[config.mk]
export PLATFORM = sky130hd
export DESIGN_NAME = isp1362_bus_sequencer_flat
export DESIGN_NICKNAME = d
export VERILOG_FILES = /design/src/rtl/isp1362_bus_sequencer_pkg.sv /design/src/rtl/isp1362_bus_sequencer_if.sv /design/src/rtl/isp1362_bus_sequencer_rr_arb2.sv /design/src/rtl/isp1362_bus_sequencer.sv /design/src/flat_wrapper.sv
export SDC_FILE = /design/constraint.sdc
export NUM_CORES = 1
export LEC_CHECK = 0
export BUFFER_PORTS_ARGS = -buffer_cell sky130_fd_sc_hd__buf_2
export CAP_MARGIN = 10
export CORE_MARGIN = 2
export CORE_UTILIZATION = 52
export DETAILED_ROUTE_END_ITERATION = 10
export PLACE_DENSITY = 0.85
export RECOVER_POWER = 50
export SETUP_SLACK_MARGIN = 0.1
export SLEW_MARGIN = 20
export SYNTH_ARGS = -nofsm -noshare
export SYNTH_HDL_FRONTEND = slang
export SYNTH_HIERARCHICAL = 1
export SYNTH_SLANG_ARGS = --single-unit
[constraint.sdc]
create_clock -name iCLK -period 2.85 [get_ports iCLK]
set_input_delay 0.4275 -clock iCLK [delete_from_list [all_inputs] [get_ports iCLK]]
set_output_delay 0.4275 -clock iCLK [all_outputs]
set_load 0.02 [all_outputs]
[src/rtl/isp1362_bus_sequencer_pkg.sv]
// Shared types and timing defaults for the ISP1362 host-port sequencer.
package isp1362_bus_pkg;

    localparam int unsigned DATA_W = 16;
    localparam int unsigned ADDR_W = 2;
    localparam int unsigned NREQ   = 2;

    localparam int unsigned SETUP_CYC_DEF   = 1;
    localparam int unsigned STROBE_CYC_DEF  = 3;
    localparam int unsigned HOLD_CYC_DEF    = 1;
    localparam int unsigned RECOVER_CYC_DEF = 4;
    localparam int unsigned CMD_GAP_CYC_DEF = 8;

    typedef enum logic [2:0] {
        ST_IDLE,
        ST_SETUP,
        ST_STROBE,
        ST_HOLD,
        ST_RECOVER
    } state_e;

    // Access latched at grant time
    typedef struct packed {
        logic              wr;
        logic [ADDR_W-1:0] addr;
        logic [DATA_W-1:0] wdata;
    } acc_t;

    // Width of a down-counter able to hold the largest phase length
    function automatic int unsigned cnt_width(input int unsigned a, input int unsigned b,
                                              input int unsigned c, input int unsigned d,
                                              input int unsigned e);
        int unsigned m;
        m = a;
        if (b > m) m = b;
        if (c > m) m = c;
        if (d > m) m = d;
        if (e > m) m = e;
        return $clog2(m + 1);
    endfunction

endpackage

[src/rtl/isp1362_bus_sequencer_if.sv]
// Requester-side and pin-side signals of the ISP1362 host-port sequencer.
interface isp1362_bus_sequencer_if;
    import isp1362_bus_pkg::*;

    logic [NREQ-1:0]   iREQ;
    logic [NREQ-1:0]   iWR;
    logic [ADDR_W-1:0] iADDR0;
    logic [ADDR_W-1:0] iADDR1;
    logic [DATA_W-1:0] iWDATA0;
    logic [DATA_W-1:0] iWDATA1;
    logic [NREQ-1:0]   oACK;
    logic [DATA_W-1:0] oRDATA;
    logic              oBUSY;
    logic [ADDR_W-1:0] oOTG_ADDR;
    logic              oOTG_CS_N;
    logic              oOTG_RD_N;
    logic              oOTG_WR_N;
    logic [DATA_W-1:0] oOTG_DOUT;
    logic              oOTG_DOE;
    logic [DATA_W-1:0] iOTG_DIN;

    modport slave (
        input  iREQ, iWR, iADDR0, iADDR1, iWDATA0, iWDATA1, iOTG_DIN,
        output oACK, oRDATA, oBUSY, oOTG_ADDR, oOTG_CS_N, oOTG_RD_N, oOTG_WR_N,
               oOTG_DOUT, oOTG_DOE
    );

    modport master (
        output iREQ, iWR, iADDR0, iADDR1, iWDATA0, iWDATA1, iOTG_DIN,
        input  oACK, oRDATA, oBUSY, oOTG_ADDR, oOTG_CS_N, oOTG_RD_N, oOTG_WR_N,
               oOTG_DOUT, oOTG_DOE
    );

endinterface

[src/rtl/isp1362_bus_sequencer_rr_arb2.sv]
// Two-way round-robin arbiter; the pointer remembers the last requester served.
module isp1362_rr_arb2 (
    input  logic       i_clk,
    input  logic       i_rst,
    input  logic [1:0] i_req,
    input  logic       i_take,
    output logic       o_gnt_c
);

    logic r_last;

    // Contention goes to whoever was not served last
    always_comb begin
        o_gnt_c = i_req[1];
        if (i_req == 2'b11) o_gnt_c = ~r_last;
    end

    always_ff @(posedge i_clk) begin
        if (i_rst)       r_last <= 1'b1;
        else if (i_take) r_last <= o_gnt_c;
    end

endmodule

[src/rtl/isp1362_bus_sequencer.sv]
// ISP1362 host-port sequencer: arbitrates two requesters and times CS_N/RD_N/WR_N.
// ISP1362_CMD_GAP_EN: stretch recovery to CMD_GAP_CYC after command-port writes.
module isp1362_bus_sequencer
    import isp1362_bus_pkg::*;
#(
    parameter int unsigned SETUP_CYC   = SETUP_CYC_DEF,
    parameter int unsigned STROBE_CYC  = STROBE_CYC_DEF,
    parameter int unsigned HOLD_CYC    = HOLD_CYC_DEF,
    parameter int unsigned RECOVER_CYC = RECOVER_CYC_DEF,
    parameter int unsigned CMD_GAP_CYC = CMD_GAP_CYC_DEF
) (
    input  logic                     iCLK,
    input  logic                     iRST,
    isp1362_bus_sequencer_if.slave   bus
);

    localparam int unsigned CNT_W =
        cnt_width(SETUP_CYC, STROBE_CYC, HOLD_CYC, RECOVER_CYC, CMD_GAP_CYC);

    state_e            r_state, w_state_nx;
    logic [CNT_W-1:0]  r_cnt, w_cnt_nx, w_rec_len;
    acc_t              r_acc, w_acc_nx;
    logic              r_grant, w_grant_nx;
    logic              w_gnt, w_take;
    logic [NREQ-1:0]   r_ack, w_ack_nx;
    logic [DATA_W-1:0] r_rdata, w_rdata_nx;
    logic              r_busy, w_busy_nx;
    logic              r_cs_n, w_cs_n_nx;
    logic              r_rd_n, w_rd_n_nx;
    logic              r_wr_n, w_wr_n_nx;
    logic              r_doe, w_doe_nx;

    isp1362_rr_arb2 u_arb (
        .i_clk   (iCLK),
        .i_rst   (iRST),
        .i_req   (bus.iREQ),
        .i_take  (w_take),
        .o_gnt_c (w_gnt)
    );

    // Recovery length depends on whether the access just finished was a command write
    always_comb begin
`ifdef ISP1362_CMD_GAP_EN
        w_rec_len = (r_acc.wr && r_acc.addr[0]) ? CNT_W'(CMD_GAP_CYC - 1)
                                                : CNT_W'(RECOVER_CYC - 1);
`else
        w_rec_len = CNT_W'(RECOVER_CYC - 1);
`endif
    end

    always_comb begin
        w_state_nx = r_state;
        w_cnt_nx   = (r_cnt != '0) ? r_cnt - CNT_W'(1) : r_cnt;
        w_acc_nx   = r_acc;
        w_grant_nx = r_grant;
        w_take     = 1'b0;
        w_ack_nx   = '0;
        w_rdata_nx = r_rdata;
        w_busy_nx  = r_busy;
        w_cs_n_nx  = r_cs_n;
        w_rd_n_nx  = r_rd_n;
        w_wr_n_nx  = r_wr_n;
        w_doe_nx   = r_doe;

        case (r_state)
            ST_IDLE: begin
                if (bus.iREQ != '0) begin
                    w_take         = 1'b1;
                    w_grant_nx     = w_gnt;
                    w_acc_nx.wr    = w_gnt ? bus.iWR[1] : bus.iWR[0];
                    w_acc_nx.addr  = w_gnt ? bus.iADDR1 : bus.iADDR0;
                    w_acc_nx.wdata = w_gnt ? bus.iWDATA1 : bus.iWDATA0;
                    w_doe_nx       = w_acc_nx.wr;
                    w_cs_n_nx      = 1'b0;
                    w_busy_nx      = 1'b1;
                    w_cnt_nx       = CNT_W'(SETUP_CYC - 1);
                    w_state_nx     = ST_SETUP;
                end
            end
            ST_SETUP: begin
                if (r_cnt == '0) begin
                    w_rd_n_nx  = r_acc.wr;
                    w_wr_n_nx  = ~r_acc.wr;
                    w_cnt_nx   = CNT_W'(STROBE_CYC - 1);
                    w_state_nx = ST_STROBE;
                end
            end
            ST_STROBE: begin
                if (r_cnt == '0) begin
                    if (!r_acc.wr) w_rdata_nx = bus.iOTG_DIN;
                    w_rd_n_nx  = 1'b1;
                    w_wr_n_nx  = 1'b1;
                    w_cnt_nx   = CNT_W'(HOLD_CYC - 1);
                    w_state_nx = ST_HOLD;
                end
            end
            ST_HOLD: begin
                if (r_cnt == '0) begin
                    w_cs_n_nx  = 1'b1;
                    w_doe_nx   = 1'b0;
                    w_cnt_nx   = w_rec_len;
                    w_state_nx = ST_RECOVER;
                end
            end
            ST_RECOVER: begin
                if (r_cnt == '0) begin
                    w_busy_nx  = 1'b0;
                    w_state_nx = ST_IDLE;
                end
            end
            default: begin
                w_cs_n_nx  = 1'b1;
                w_rd_n_nx  = 1'b1;
                w_wr_n_nx  = 1'b1;
                w_doe_nx   = 1'b0;
                w_busy_nx  = 1'b0;
                w_state_nx = ST_IDLE;
            end
        endcase

        // Ack is registered so it lands exactly on the final HOLD cycle
        if (w_state_nx == ST_HOLD && w_cnt_nx == '0)
            w_ack_nx = r_grant ? 2'b10 : 2'b01;
    end

    always_ff @(posedge iCLK) begin
        if (iRST) begin
            r_state <= ST_IDLE;
            r_cnt   <= '0;
            r_acc   <= '0;
            r_grant <= 1'b0;
            r_ack   <= '0;
            r_rdata <= '0;
            r_busy  <= 1'b0;
            r_cs_n  <= 1'b1;
            r_rd_n  <= 1'b1;
            r_wr_n  <= 1'b1;
            r_doe   <= 1'b0;
        end else begin
            r_state <= w_state_nx;
            r_cnt   <= w_cnt_nx;
            r_acc   <= w_acc_nx;
            r_grant <= w_grant_nx;
            r_ack   <= w_ack_nx;
            r_rdata <= w_rdata_nx;
            r_busy  <= w_busy_nx;
            r_cs_n  <= w_cs_n_nx;
            r_rd_n  <= w_rd_n_nx;
            r_wr_n  <= w_wr_n_nx;
            r_doe   <= w_doe_nx;
        end
    end

    assign bus.oACK      = r_ack;
    assign bus.oRDATA    = r_rdata;
    assign bus.oBUSY     = r_busy;
    assign bus.oOTG_ADDR = r_acc.addr;
    assign bus.oOTG_CS_N = r_cs_n;
    assign bus.oOTG_RD_N = r_rd_n;
    assign bus.oOTG_WR_N = r_wr_n;
    assign bus.oOTG_DOUT = r_acc.wdata;
    assign bus.oOTG_DOE  = r_doe;

endmodule

[src/flat_wrapper.sv]
// flat-port wrapper written by rule: the top's interface ports become plain ports
module isp1362_bus_sequencer_flat import isp1362_bus_pkg::*;
#(
    parameter int unsigned SETUP_CYC   = SETUP_CYC_DEF,
    parameter int unsigned STROBE_CYC  = STROBE_CYC_DEF,
    parameter int unsigned HOLD_CYC    = HOLD_CYC_DEF,
    parameter int unsigned RECOVER_CYC = RECOVER_CYC_DEF,
    parameter int unsigned CMD_GAP_CYC = CMD_GAP_CYC_DEF
)
  (iCLK, iRST, bus_iREQ, bus_iWR, bus_iADDR0, bus_iADDR1, bus_iWDATA0, bus_iWDATA1, bus_iOTG_DIN, bus_oACK, bus_oRDATA, bus_oBUSY, bus_oOTG_ADDR, bus_oOTG_CS_N, bus_oOTG_RD_N, bus_oOTG_WR_N, bus_oOTG_DOUT, bus_oOTG_DOE);
  isp1362_bus_sequencer_if bus_i ();
  input  logic iCLK;
  input  logic iRST;
  input wire logic [$bits(bus_i.iREQ)-1:0] bus_iREQ;
  input wire logic [$bits(bus_i.iWR)-1:0] bus_iWR;
  input wire logic [$bits(bus_i.iADDR0)-1:0] bus_iADDR0;
  input wire logic [$bits(bus_i.iADDR1)-1:0] bus_iADDR1;
  input wire logic [$bits(bus_i.iWDATA0)-1:0] bus_iWDATA0;
  input wire logic [$bits(bus_i.iWDATA1)-1:0] bus_iWDATA1;
  input wire logic [$bits(bus_i.iOTG_DIN)-1:0] bus_iOTG_DIN;
  output wire logic [$bits(bus_i.oACK)-1:0] bus_oACK;
  output wire logic [$bits(bus_i.oRDATA)-1:0] bus_oRDATA;
  output wire logic [$bits(bus_i.oBUSY)-1:0] bus_oBUSY;
  output wire logic [$bits(bus_i.oOTG_ADDR)-1:0] bus_oOTG_ADDR;
  output wire logic [$bits(bus_i.oOTG_CS_N)-1:0] bus_oOTG_CS_N;
  output wire logic [$bits(bus_i.oOTG_RD_N)-1:0] bus_oOTG_RD_N;
  output wire logic [$bits(bus_i.oOTG_WR_N)-1:0] bus_oOTG_WR_N;
  output wire logic [$bits(bus_i.oOTG_DOUT)-1:0] bus_oOTG_DOUT;
  output wire logic [$bits(bus_i.oOTG_DOE)-1:0] bus_oOTG_DOE;
  assign bus_i.iREQ = bus_iREQ;
  assign bus_i.iWR = bus_iWR;
  assign bus_i.iADDR0 = bus_iADDR0;
  assign bus_i.iADDR1 = bus_iADDR1;
  assign bus_i.iWDATA0 = bus_iWDATA0;
  assign bus_i.iWDATA1 = bus_iWDATA1;
  assign bus_i.iOTG_DIN = bus_iOTG_DIN;
  assign bus_oACK = bus_i.oACK;
  assign bus_oRDATA = bus_i.oRDATA;
  assign bus_oBUSY = bus_i.oBUSY;
  assign bus_oOTG_ADDR = bus_i.oOTG_ADDR;
  assign bus_oOTG_CS_N = bus_i.oOTG_CS_N;
  assign bus_oOTG_RD_N = bus_i.oOTG_RD_N;
  assign bus_oOTG_WR_N = bus_i.oOTG_WR_N;
  assign bus_oOTG_DOUT = bus_i.oOTG_DOUT;
  assign bus_oOTG_DOE = bus_i.oOTG_DOE;
  isp1362_bus_sequencer #(.SETUP_CYC(SETUP_CYC), .STROBE_CYC(STROBE_CYC), .HOLD_CYC(HOLD_CYC), .RECOVER_CYC(RECOVER_CYC), .CMD_GAP_CYC(CMD_GAP_CYC)) u_core (.iCLK(iCLK), .iRST(iRST), .bus(bus_i));
endmodule
; ---- Word-level counts from Yosys, hierarchy flattened
; Index checks and enable logic that the tools add are counted.
[totals]
ff_bits = 51
latchBits = 0
ram_bits = 0
rom_bits = 0
input_bits = 58
mem_count = 0
[classes]
add_sub_neg = 1
n_mul = 0
n_div = 0
n_lt_le_gt_ge = 0
n_eq_ne = 11
n_shift = 0
n_mux = 31
bitwise = 6
reduce_logical = 15
[op_table]
columns = cell, n
row1 = $mux 4, 5
row2 = $mux 16, 1
row3 = $pmux 4 s4, 1
row4 = $mux 3, 5
row5 = $pmux 1 s3, 5
row6 = $pmux 3 s5, 1
row7 = $reduce_and 3->1, 4
row8 = $mux 1, 11
row9 = $ne 2x1->1 const B, 5
row10 = $eq 3x2->1 const B, 3
row11 = $reduce_or 3->1, 3
row12 = $logic_not 4->1, 2
row13 = $not 1->1, 6
row14 = $mux 2, 2
row15 = $reduce_bool 4->1, 1
row16 = $sub 4x1->4 const B, 1
row17 = $eq 3x1->1 const B, 1
row18 = $eq 3x3->1 const B, 1
row19 = $logic_not 3->1, 1
row20 = $eq 2x2->1 const B, 1
row21 = $reduce_and 2->1, 1
row22 = $reduce_bool 2->1, 1
row23 = $reduce_or 2->1, 1
row24 = $logic_and 1x1->1, 1

; ---- Logic depth before layout (Yosys ltp)
[logic_depth]
depth_word = 8
mapped_depth = 8
mapped_depth_nobuf = 8

; ---- Modules after synthesis
; Netlist, hierarchy kept.
[modules_own_cells]
columns = mod, n_inst, cells_each, area_per_inst_um2
row1 = isp1362_bus_sequencer, 1, 244, 2404.8
row2 = isp1362_rr_arb2, 1, 4, 42.5

; ---- Worst setup path after synthesis
; Ideal clock, no wire load.
[synth_path]
path_kind = flip-flop to flip-flop
start = register u_core.r_cnt[0]
end = register u_core.r_ack[0] (netlist: u_core/bus.oACK[0])
setup_time_ns = 0.117
arrival_ns = 1.665
t_required_ns = 2.733
slack_ns = 1.068
path_stages_with_launch = 9
n_path_buf = 0
path_cell_list = dfxtp_1 > inv_1 > ha_1 > nor3b_4 > inv_1 > ha_1 > o21ai_0 > a21oi_1 > and4b_1
[synth_between]
elab_chain_len = 8
elab_cells_between_ends = 19
classes_between = 1 x add/sub / 1 x eq/ne / 11 x mux / 1 x bitwise / 5 x reduce/logical
[synth_lines]
columns = element, line_no
row1 = from (decl), isp1362_bus_sequencer.sv:21  ; logic [CNT_W-1:0] r_cnt, w_cnt_nx, w_rec_len;
row2 = from (signal assigned), isp1362_bus_sequencer.sv:141  ; r_cnt <= w_cnt_nx;
row3 = $sub 4x1->4 or $reduce_bool 4->1 (tied branches), isp1362_bus_sequencer.sv:53  ; w_cnt_nx = (r_cnt != '0) ? r_cnt - CNT_W'(1) : r_cnt;
row4 = $mux 4, isp1362_bus_sequencer.sv:53
row5 = $mux 4 (on tied branches), --
row6 = $pmux 4 s4, isp1362_bus_sequencer.sv:65  ; case (r_state)
row7 = $logic_not 4->1, isp1362_bus_sequencer.sv:122  ; if (w_state_nx == ST_HOLD && w_cnt_nx == '0)
row8 = $logic_and 1x1->1 (*), isp1362_bus_sequencer.sv:122
row9 = $not 1->1 (no source line) (*), --
row10 = $reduce_or 2->1 (no source line) (*), --
row11 = to (signal assigned), isp1362_bus_sequencer.sv:144  ; r_ack <= w_ack_nx;
row12 = to (decl), isp1362_bus_sequencer.sv:25  ; logic [NREQ-1:0] r_ack, w_ack_nx;
; Every way passes the cells marked *; elsewhere a longest branch is shown, timed or not.
; A chain may end at the register's enable or synchronous reset.

; ---- Worst setup path in the final report
; Ends and elaborated chain as after synthesis.

==> impl_metrics.csv <==
group,metric,value,unit
status,outcome,"finished, final reports clean",
synthesis,syn_area_per_cell,9.87,sq um
synthesis,synthCells,248,
clocking,cts-root-buf,"clkbuf_8",
global_routing,grtUsageTotal,18.1,%
pwr,p_total,2.81,mW
global_routing,grt_max_degree,53,
pwr,p_leak,1.26,nW
routing,first_pass_iters,4,
routing,routed_wl,4840,um
timing,drv_slew,0,
timing,setup-violations-final,0,
floorplanning,die_w,72.6,um
timing,slew_headroom,29.5,%
synthesis,synth_top_family_by_area,"compound AO/OA/AOI/OAI gates",
synthesis,yosys_warnings,6,
finish,fillers,381,
routing,wl_per_cell,13.0,um
synthesis,ys.flop_type,"dfxtp_1",
placement,preCtsSetupSlack,0.856,ns
synthesis,synth_compound_area_share,16.4,%
timing,rsz0062_at_grt,"no",
pwr,cellPowerDensity,993,nW/um^2
global_routing,grt_pass1_wl,7650,um
clocking,cts.repair.resized,0,
routing,first_iter_violations,92,
synthesis,ys_ff_latch,51,
synthesis,synthAdderAreaFrac,1.53,%
floorplanning,num_rows,24,
clocking,htree_levels,2,
clocking,clock_sinks,51,
finish,layout_common_cells,"57 x buf_2, 51 x dfxtp_1, 43 x clkbuf_1, 43 x nor2_1, 36 x mux2i_1",
placement,place.gp.congestion,0.843,
timing,hold_ws,0.361,ns
timing,final.period_utilization,70.8,%
floorplanning,ios,99,
job,cap_violations,0,
floorplanning,initial_utilization,55.1,%
global_routing,gr-total-overflow,0,
synthesis,ys_types,43,
synthesis,synth_xor_area_share,0.716,%
clocking,cts_tree,"yes",
synthesis,synth-simple-area-share,14.7,%
timing,final-hold-violation-count,0,
worst_hold_path,hp-class,"in -> reg",
clocking,clock_path_buffers,2,
clocking,clk_pin_slew,0.08,ns
timing,worst_pin_slew,1.06,ns
global_routing,antenna_found_initial,0,
clocking,cts_setup_buffers,0,
setup_path,critPathMaxFanout,7,
timing,skew,0.00246,ns
synthesis,muxShareOfSynthArea,14.7,%
synthesis,ys_seq_area_share,41.7,%
clocking,cts_hold_buf,0,
setup_path,required,3.05,ns
placement,dp_hpwl,3580,um
finish,layout_commonest_cell,"buf_2",
setup_path,crit_path_end_kind,"flop",
synthesis,synthArstFlopShare,0,%
synthesis,synth_area_leader_cell,"dfxtp_1",
synthesis,synth.area.top_cells,"dfxtp_1 42%, mux2i_1 15%, a211oi_2 8.7%",
synthesis,yosys.area.top_type_share,41.7,%
global_routing,grt_pass1_vias,1851,
floorplanning,die_y,72.6,um
synthesis,synth-edff-count,0,
synthesis,syn-num-nets,309,
clocking,numCtsBuffers,5,
routing,ant_nets,0,
timing,finalCriticalPeriod,2.02,ns
routing,drc_errors,0,
timing,max_clock_freq,496,MHz
clocking,worstSkewPairLatency,0.30,ns
timing,setup_slack,0.832,ns
routing,via_count,1980,
finish,n_antenna_cell,0,
finish,syn_to_final_growth,15.5,%
timing,tns,0,ns
placement,io_buffers,98,
routing,vias_per_cell,5.31,
placement,placed_area,2800,sq um
synthesis,synth_area,2450,sq um
setup_path,critPathKind,"reg -> reg",
floorplanning,die_area,5270,sq um
floorplanning,coreArea,4440,sq um
finish,final_cell_area,2830,sq um
pwr,max-vdd-ir-drop,467,uV
setup_path,cp_data_arrival_time,2.21,ns
finish,final_nets,381,
finish,drive_above_1_share,27.1,%
setup_path,start_kind,"flop",
metrics by stage:
stage | std cells | utilization [%]
5_1_grt | 373 | 63.6
6_report | 373 | 63.6
2_1_floorplan | 248 | -
3_5_place_dp | 365 | 62.9
4_1_cts | 373 | 64.8
3_3_place_gp | 365 | 62.9
where the power goes:
group	internal (mW)	leakage [nW]	switching [mW]
clock network	0.173	0.0422	0.218
registers	0.923	0.419	0.157
logic	0.504	0.797	0.832
per-layer routing:
layer	track usage, %	up-vias	routed length [um]
met5	0	-	0
met3	4.97	5	447
met4	6.79	0	48
li1	-	1001	-
met1	20.5	888	2080
met2	32.3	86	2270
cells by family after synthesis:
family | Yosys count
simple gates | 72
flops | 51
compound gates | 44
buf+inv | 40
mux | 36
fa+ha+maj | 3
xor+xnor | 2
area by class of cell:
class                   instances  area (sq um)  area share (%)
inverters                       5          23.8           0.841
repair buffers                100           454            16.1
clock buffers                   7          76.3            2.70
clock inverters                 1          5.00           0.177
multi-input cells             157          1180            41.8
well taps                      52          65.1            2.30
flip-flops and latches         51          1020            36.1
worst paths after layout:
check	cells after the start	endpoint	from	slack, ns
worst min register to register	1	u_core/bus.oOTG_CS_N$_SDFFE_PP1P_	u_core/bus.oOTG_CS_N$_SDFFE_PP1P_	0.47
worst max-delay path	8	u_core/bus.oACK[0]$_SDFF_PP0_	u_core/r_cnt[0]$_SDFF_PP0_	0.83
worst min-delay path	3	u_core/bus.oRDATA[2]$_SDFFE_PP0P_	bus_iOTG_DIN[2]	0.36
worst max register to register	8	u_core/bus.oACK[0]$_SDFF_PP0_	u_core/r_cnt[0]$_SDFF_PP0_	0.83
synth_stat cells, types with 2 or more instances:
library cell / n
nand2_1: 6
buf_2: 3
nand3b_1: 2
a2bb2oi_1: 2
buf_1: 2
a21oi_1: 8
dfxtp_1: 51
clkbuf_1: 8
nand2b_1: 3
a211o_1: 2
nand3_1: 2
buf_6: 2
a211oi_1: 2
buf_4: 20
a211oi_2: 17
or4_1: 2
ha_1: 3
o21ai_0: 3
o32a_1: 2
nor2b_1: 2
nor3_1: 4
mux2i_1: 36
nor2_1: 43
inv_1: 4
worst max-delay path: stages, from the launching register on:
cell and delay, ns:
dfxtp_1 0.35, inv_1 0.09, ha_1 0.23, nor3b_4 0.40, inv_1 0.20, ha_1 0.23, o21ai_0 0.15, a21oi_1 0.07
and4b_1 0.20
sequential cells by signal, summed over array words and instances (netlist names):
| name | flops |
|---|---|
| u_core/bus.oOTG_WR_N | 1 |
| u_core/bus.oRDATA | 16 |
| u_core/bus.oOTG_DOE | 1 |
| u_core/r_grant | 1 |
| u_core/bus.oACK | 2 |
| u_core/bus.oOTG_CS_N | 1 |
| u_core/r_state | 3 |
| u_core/bus.oOTG_ADDR | 2 |
| u_core/bus.oOTG_RD_N | 1 |
| u_core/bus.oBUSY | 1 |
| u_core/bus.oOTG_DOUT | 16 |
| u_core/u_arb/r_last | 1 |
| u_core/r_acc | 1 |
| u_core/r_cnt | 4 |
Note: power is estimated with default switching activity, not from simulation.
